### src/rtl/fp16_mac_sequencer.sv
// Sequences one FP16 MAC through a length-programmable dot product; result appears DRAIN_CYCLES+2 cycles after the last element.
// Operands stall under in_valid low, the result is held under out_ready low, and commands wait in IDLE.
module fp16_mac_sequencer #(
  parameter int LEN_W        = 8,
  parameter int DRAIN_CYCLES = 1
) (
  input  logic             clk,
  input  logic             rst,
  input  logic             cmd_valid,
  output logic             cmd_ready,
  input  logic [LEN_W-1:0] cmd_len,
  input  logic             in_valid,
  output logic             in_ready,
  input  logic [15:0]      in_a,
  input  logic [15:0]      in_w,
  output logic             mac_enable,
  output logic             mac_acc_clear,
  output logic [15:0]      mac_a,
  output logic [15:0]      mac_w,
  input  logic [15:0]      mac_acc_out,
  output logic             out_valid,
  input  logic             out_ready,
  output logic [15:0]      out_data,
  output logic             busy,
  output logic [LEN_W-1:0] elem_cnt
);

  localparam int DW = (DRAIN_CYCLES > 1) ? $clog2(DRAIN_CYCLES) : 1;

  typedef enum logic [2:0] {
    ST_IDLE    = 3'd0,
    ST_STREAM  = 3'd1,
    ST_DRAIN   = 3'd2,
    ST_CAPTURE = 3'd3,
    ST_RESULT  = 3'd4
  } state_t;

  state_t           state_q;
  logic [LEN_W-1:0] len_q;
  logic [LEN_W-1:0] cnt_q;
  logic [DW-1:0]    drain_q;
  logic [15:0]      out_data_q;
  logic             stream_hs;

  assign stream_hs = (state_q == ST_STREAM) && in_valid;

  always_ff @(posedge clk) begin
    if (rst) begin
      state_q    <= ST_IDLE;
      len_q      <= '0;
      cnt_q      <= '0;
      drain_q    <= '0;
      out_data_q <= 16'h0000;
    end else begin
      case (state_q)
        ST_IDLE: begin
          if (cmd_valid) begin
            len_q <= cmd_len;
            cnt_q <= '0;
            if (cmd_len == '0) begin
              out_data_q <= 16'h0000;
              state_q    <= ST_RESULT;
            end else begin
              state_q <= ST_STREAM;
            end
          end
        end
        ST_STREAM: begin
          if (in_valid) begin
            cnt_q <= cnt_q + 1'b1;
            if (cnt_q == len_q - 1'b1) begin
              drain_q <= '0;
              state_q <= ST_DRAIN;
            end
          end
        end
        ST_DRAIN: begin
          // Zero-product enables push the final sum through the MAC output register.
          if (drain_q == DW'(DRAIN_CYCLES - 1)) begin
            state_q <= ST_CAPTURE;
          end else begin
            drain_q <= drain_q + 1'b1;
          end
        end
        ST_CAPTURE: begin
          out_data_q <= mac_acc_out;
          state_q    <= ST_RESULT;
        end
        ST_RESULT: begin
          if (out_ready) begin
            state_q <= ST_IDLE;
          end
        end
        default: state_q <= ST_IDLE;
      endcase
    end
  end

  assign cmd_ready     = (state_q == ST_IDLE);
  assign in_ready      = (state_q == ST_STREAM);
  assign out_valid     = (state_q == ST_RESULT);
  assign busy          = (state_q != ST_IDLE);
  assign out_data      = out_data_q;
  assign elem_cnt      = cnt_q;
  assign mac_enable    = stream_hs || (state_q == ST_DRAIN);
  // The first element loads rather than adds, so aborted commands cannot leak into a result.
  assign mac_acc_clear = stream_hs && (cnt_q == '0);
  assign mac_a         = stream_hs ? in_a : 16'h0000;
  assign mac_w         = stream_hs ? in_w : 16'h0000;

endmodule
### config.mk
export PLATFORM = sky130hd
export DESIGN_NAME = fp16_mac_sequencer
export DESIGN_NICKNAME = d
export VERILOG_FILES = /design/src/rtl/fp16_mac_sequencer.sv
export SDC_FILE = /design/constraint.sdc
export NUM_CORES = 1
export LEC_CHECK = 0
export CORE_UTILIZATION = 36
export DETAILED_ROUTE_END_ITERATION = 16
export PLACE_DENSITY = 0.83
export SLEW_MARGIN = 20
export SYNTH_ARGS = -nofsm -noshare
export SYNTH_HDL_FRONTEND = slang
export SYNTH_SLANG_ARGS = --single-unit
export TNS_END_PERCENT = 1
### constraint.sdc
create_clock -name clk -period 2.8 [get_ports clk]
set_input_delay 0.7 -clock clk [delete_from_list [all_inputs] [get_ports clk]]
set_output_delay 0.7 -clock clk [all_outputs]
set_load 0.005 [all_outputs]
==> results.md, run 1 <==
* Drc violations at 0
* Post-layout util at between 60% and 70%
* Cell taking the most area after synthesis: dfxtp_1
* H-tree Lvls at 2
* Total die area at about 0.0056 mm²
* Max cap viols at 0
* Vias per cell at between 4 and 5
* First-pass GRT wire length at around 9000 µm
* Leak at roughly 1.7 nW
* PwrDens at approximately 380 mW/mm²
* Gpl congestion at just over 0.8
* CP Class: input pin to output port
* Chip height at 74.8 µm
* Nets at 430
* CP arrival at 2.02 ns
* Worst-path fanout max at 17
* Total Power at around 1.3 mW
* Number of global-route vias before repair at 1969
* Fin crit period at about 2.7 ns
* DR iter-0 viols at 90
* Final hold violations at 0
* Mean post-synth cell area at roughly 8.1 µm²
* Outcome: complete, no violations
* Placed insts at approximately 430
* Hold Path Class: flip-flop to flip-flop
* # setup viols final at 0
* RSZ-0062 raised after global routing: no
* Post-synth ARST share at 0%
* Final ANT Viol Nets at 0
* WL final at a little under 6000 µm
* Final instance area at around 0.0035 mm²
* Max clock buf depth at 2
* Most frequent cell after synthesis: dfxtp_1
* CORE AREA at 0.00511 mm²
* Post-DP HPWL at about 4400 µm
* Synthesized flop and latch total at 35
* Root Driver: clkbuf_8
* Global route overflow at 0
* Antenna diodes at 0
* Initial core utilization at 37.4%
* Max VDD drop at roughly 0.00032 V
* Largest net degree at the start of global routing at 25
* Die width at around 75 µm
* Post-synth EDFFs at 0
* Initial antenna violation count at 0
* Post-place setup slack at -0.264 ns
* Crit. End Element: output port
* Ports at about 120
* CP required at 2.10 ns
* Clock transition at path regs at around 0.08 ns
* DR pass1 iterations at 4
* Crit share post-route at a little over nine tenths
* Synth Net Count at roughly 300
* Area delta synth->final at 81.2%
* Worst Setup Slack, final at 0.0771 ns
* Fraction of layout cells with a size suffix above 1 at 7.90%
* Final Non-Filler Cells at around 440
* Startpoint Class: input pin
* Least-Margin Pin Slew at about 0.64 ns
* TritonCTS clock tree: built
* Vias at roughly 2100
* Port Buffer Count at between 100 and 150
* Gate Count Post-Synth at about 240
* Final Hold Slack at about 0.5 ns
* Total negative slack at 0 ns
* Gr usage total at between 20% and 30%
* Main area contributors after synthesis: dfxtp_1 37%, and2_1 11%, a22oi_1 6.3%, nor2_1 6.1%, nand2_1 4.9%
* Post-synth cell types at 42
* Row Count at 26
* Synth Cell Area at 0.00191 mm²
* Final Slew Violations at 0
* Synth Warn # at 0
* Maximum clock rate at 367 MHz
* Post-synth top area share at a little under two fifths
* DP Area at between 0.003 and 0.004 mm²
* Seq/Total Area, Yosys at between 30% and 40%
* Clock sinks at 35
* Total CTS buffers at 5
* Worst skew pair latency at around 0.30 ns
* Slew margin rel. at a little under three fifths
* FF-to-FF setup slack at between 0.6 and 0.7 ns
* Commonest cells in the netlist: 35 x dfxtp_1, 33 x and2_1, 31 x nor2_1
* Final clock skew at around 0.0047 ns
* Routed wire length per instance at 13.3 µm
* Primary FF master, synth: dfxtp_1
cell families after synthesis:
| logic type | Yosys count | share of synthesized area, % |
|---|---|---|
| buffers and inverters | 18 | 3.73 |
| flip-flops | 35 | 36.7 |
| XOR/XNOR | 18 | 8.26 |
| AND/OR/NAND/NOR | 120 | 32.9 |
| adder cells (fa/ha/maj) | 3 | 1.97 |
| multiplexers | 3 | 1.64 |
| AO/OA/AOI/OAI | 40 | 14.8 |
layout make-up:
class | count | area (µm²)
clock inverter | 3 | 47.5
inverter | 6 | 22.5
tap | 70 | 87.6
multi-input combinational | 184 | 1150
timing repair buffer | 134 | 1380
fill | 438 | 1650
sequential | 35 | 701
clock buffer | 5 | 68.8
what timing repair did:
item,in CTS,in global routing
gates resized for setup,21,18
cloned,1,0
pin swaps,1,1
setup endpoints to repair,34,20
hold buffers,0,0
buffers inserted,2,0
worst max-delay path, cell delays in order:
cell             delay (ns)
clkdlybuf4s15_2        0.20
nand2_2                0.08
nor3_4                 0.17
buf_6                  0.14
buf_12                 0.12
and2_1                 0.12
clkdlybuf4s50_1        0.50
flip-flops by register name, summed over array words and instances, names as in the netlist:
| signal | cells |
|---|---|
| out_data | 16 |
| elem_cnt | 8 |
| len_q | 8 |
| state_q | 3 |
layout by cell type, fill, tap and decap left out, types with 2 or more instances in the layout:
cell | netlist | layout
nor2_1 | 31 | 31
dlymetal6s2s_1 | 0 | 18
nand2_1 | 25 | 24
mux2i_1 | 2 | 2
nor3_1 | 5 | 4
nand3_1 | 4 | 4
nand2b_1 | 3 | 3
ha_1 | 3 | 3
buf_4 | 0 | 8
nor4_1 | 4 | 4
a21oi_1 | 10 | 10
dfxtp_1 | 35 | 35
o21ai_1 | 2 | 2
xor2_1 | 10 | 10
o21bai_1 | 2 | 2
dlygate4sd2_1 | 0 | 13
clkdlybuf4s50_1 | 0 | 90
and2_1 | 33 | 33
xnor2_1 | 8 | 8
buf_6 | 0 | 2
a22oi_1 | 16 | 16
clkbuf_8 | 0 | 5
nor2b_1 | 2 | 2
nor3b_1 | 2 | 2
inv_1 | 6 | 6
nand4_1 | 2 | 2
report_power, final:
| part | leakage (nW) | internal (mW) | switching [mW] | total, mW |
|---|---|---|---|---|
| logic | 1.33 | 0.188 | 0.113 | 0.300 |
| registers | 0.284 | 0.509 | 0.0153 | 0.525 |
| clock network | 0.0587 | 0.270 | 0.210 | 0.480 |
worst paths after layout:
check	startpoint	to	cells after the start
max	in_valid	mac_a[2]	7
min	len_q[7]	len_q[7]	2
max reg2reg	len_q[0]	state_q[0]	7
min reg2reg	len_q[7]	len_q[7]	2
layer usage:
metal / share of wire (%) / global-route usage (%) / up-vias
met5: 0 / 0 / -
met4: 1.2 / 6.71 / 0
met3: 4.7 / 5.22 / 7
met2: 48 / 33.5 / 55
met1: 46 / 28.3 / 956
li1: - / - / 1067
No activity file was read; power rests on OpenSTA's default activity.
==> inputs of run 2 (changes only) <==
--- a/config.mk
+++ b/config.mk
@@ -7,7 +7,7 @@
 export LEC_CHECK = 0
 export CORE_UTILIZATION = 36
 export DETAILED_ROUTE_END_ITERATION = 16
-export PLACE_DENSITY = 0.83
+export PLACE_DENSITY = 0.81
 export SLEW_MARGIN = 20
 export SYNTH_ARGS = -nofsm -noshare
 export SYNTH_HDL_FRONTEND = slang
==> run 2 against run 1 <==
Fmax decreased by 0.71%. Sequential share of layout area increased by 0.23 points. Final cell count increased by 0.46%. Sequential power about the same. Combinational power increased by 3%. First-iteration DRC count increased by 4.4%. Total power decreased by 6.0%. Register-to-register slack got worse by 0.05 ns. Wire length increased by 0.46%. Via count increased by 1.2%.
==> results.md, run 2 (synthesis results as in run 1) <==
* Outcome: complete, no violations
* Nets at 432
* Placed insts at between 400 and 500
* Most frequent cells in the layout: 106 x clkdlybuf4s50_1, 35 x dfxtp_1, 33 x and2_1
* Slew margin rel. at a little over half
* CORE AREA at about 0.0051 mm²
* Post-place setup slack at -0.316 ns
* RSZ-0062 raised after global routing: no
* Total negative slack at 0 ns
* Max VDD drop at 0.000365 V
* Total Power at ~1.2 mW
* FF-to-FF setup slack at 0.64 ns
* Least-Margin Pin Slew at 0.715 ns
* Final Non-Filler Cells at 439
* Commonest non-fill, non-tap cell in the layout: clkdlybuf4s50_1
* Clock sinks at 35
* Crit. End Element: output port
* GR peak layer: met2
* Worst-path fanout max at 17
* Comb power frac at between 20 and 30%
* Chip height at about 75 µm
* Max clock buf depth at 2
* DR pass1 iterations at 4
* Total die area at 0.00560 mm²
* Hold Path Class: flip-flop to flip-flop
* Vias at around 2100
* CP Class: input pin to output port
* Final ANT Viol Nets at 0
* # setup viols final at 0
* DR iter-0 viols at 94
* Final Slew Violations at 0
* Drc violations at 0
* Worst Setup Slack, final at 0.0577 ns
* Final clock skew at approximately 0.0074 ns
* M2 GR Usage at about 34%
* WL final at about 5900 µm
* Initial antenna violation count at 0
* CP required at around 2.1 ns
* Global route overflow at 0
* Fin crit period at between 2 and 3 ns
* TritonCTS clock tree: built
* Area delta synth->final at 79.2%
* First-pass GRT wire length at around 9000 µm
* Total CTS buffers at 5
* Gr usage total at about a fifth
* Clock share of power at 32.1%
* Internal power at 903 µW
* Max cap viols at 0
* Row Count at 26
* Worst skew pair latency at slightly below 0.3 ns
* Startpoint Class: input pin
* Root Driver: clkbuf_8
* Die width at around 75 µm
* Post-DP HPWL at 4470 µm
* Ports at 123
* Number of global-route vias before repair at 1852
* Switching pwr at approximately 320 µW
* Port Buffer Count at roughly 120
* Gpl congestion at around 0.8
* Leak at between 1 and 1.5 nW
* Largest register FFs at 16
* Maximum clock rate at ~360 MHz
* Clock transition at path regs at about 0.07 ns
* PwrDens at 358 mW/mm²
* Vias per cell at between 4 and 5
* Fraction of layout cells with a size suffix above 1 at between 8 and 9%
* Final hold violations at 0
* Antenna diodes at 0
* Crit share post-route at a little over nine tenths
* Reg power frac at ~43%
* Routed wire length per instance at 13.3 µm
* H-tree Lvls at 2
* Switching part of the total at around a quarter
* CP arrival at just over 2 ns
* GRT met3 Usage at under 10%
* GR Util met1 at between 20% and 30%
* Largest net degree at the start of global routing at 25
* Initial core utilization at around 37%
-- run 2: cell count changes in the layout (fill, tap and decap cells not counted), sizes merged --
| cell | before | now |
|---|---|---|
| bufinv | 1 | 0 |
| inv | 7 | 6 |
| buf | 12 | 14 |
| dlymetal6s2s | 18 | 2 |
| clkinvlp | 0 | 1 |
| clkbuf | 5 | 6 |
| clkdlybuf4s50 | 90 | 106 |
-- run 2: critical path, cell delays in order --
cell	delay, ns
clkdlybuf4s15_2	0.20
nand2_2	0.07
nor3_4	0.18
buf_6	0.14
buf_12	0.12
and2_1	0.13
clkdlybuf4s50_1	0.50
-- run 2: worst paths after layout --
check	from	endpoint	depth (start not counted)
worst max-delay path	in_valid	mac_w[7]	7
worst min-delay path	len_q[5]	len_q[5]	2
worst max register to register	len_q[0]	state_q[0]	7
worst min register to register	len_q[5]	len_q[5]	2
-- run 2: layer usage --
metal,vias to the layer above,share of wire (%)
met1,975,44
li1,1070,-
met5,-,0
met2,59,49
met3,7,5.4
met4,0,0.97
-- run 2: stage by stage --
| step | util [%] | instance area [µm²] | hold WS (ns) |
|---|---|---|---|
| floorplan | - | 1910 | 0.450 |
| global placement | 63.9 | 3260 | 0.466 |
| detailed placement | 63.9 | 3270 | 0.479 |
| CTS | 66.9 | 3420 | 0.487 |
| global route | 67.0 | 3420 | 0.508 |
| finish | 67.0 | 3420 | 0.483 |
-- run 2: timing repair --
action | in CTS | in global routing
setup endpoints to repair | 34 | 20
hold buffers | 0 | 0
cloned | 1 | 0
endpoints found under the hold margin | 0 | 0
gates resized for setup | 21 | 2
buffers inserted | 3 | 0
pin swaps | 1 | 1
-- run 2: layout make-up --
class	count	area, µm²
inverters	6	22.5
fillers	464	1690
repair buffers	136	1360
flip-flops and latches	35	701
multi-input cells	184	1150
clock inverters	2	16.3
clock buffers	6	82.6
well taps	70	87.6
-- run 2: power groups by stage --
stage | Clock, mW | Combinational [mW] | Sequential [mW]
2_1_floorplan | 0 | 0.124 | 0.531
3_3_place_gp | 0 | 0.296 | 0.535
3_5_place_dp | 0 | 0.300 | 0.536
4_1_cts | 0.399 | 0.311 | 0.525
5_1_grt | 0.431 | 0.337 | 0.527
6_report | 0.393 | 0.308 | 0.525
==> inputs of run 3 (changes only) <==
--- a/config.mk
+++ b/config.mk
@@ -5,6 +5,7 @@
 export SDC_FILE = /design/constraint.sdc
 export NUM_CORES = 1
 export LEC_CHECK = 0
+export ABC_AREA = 0
 export CORE_UTILIZATION = 36
 export DETAILED_ROUTE_END_ITERATION = 16
 export PLACE_DENSITY = 0.81
==> results of run 3 <==
Final layout, timing and power as in run 2 (identical DEF).
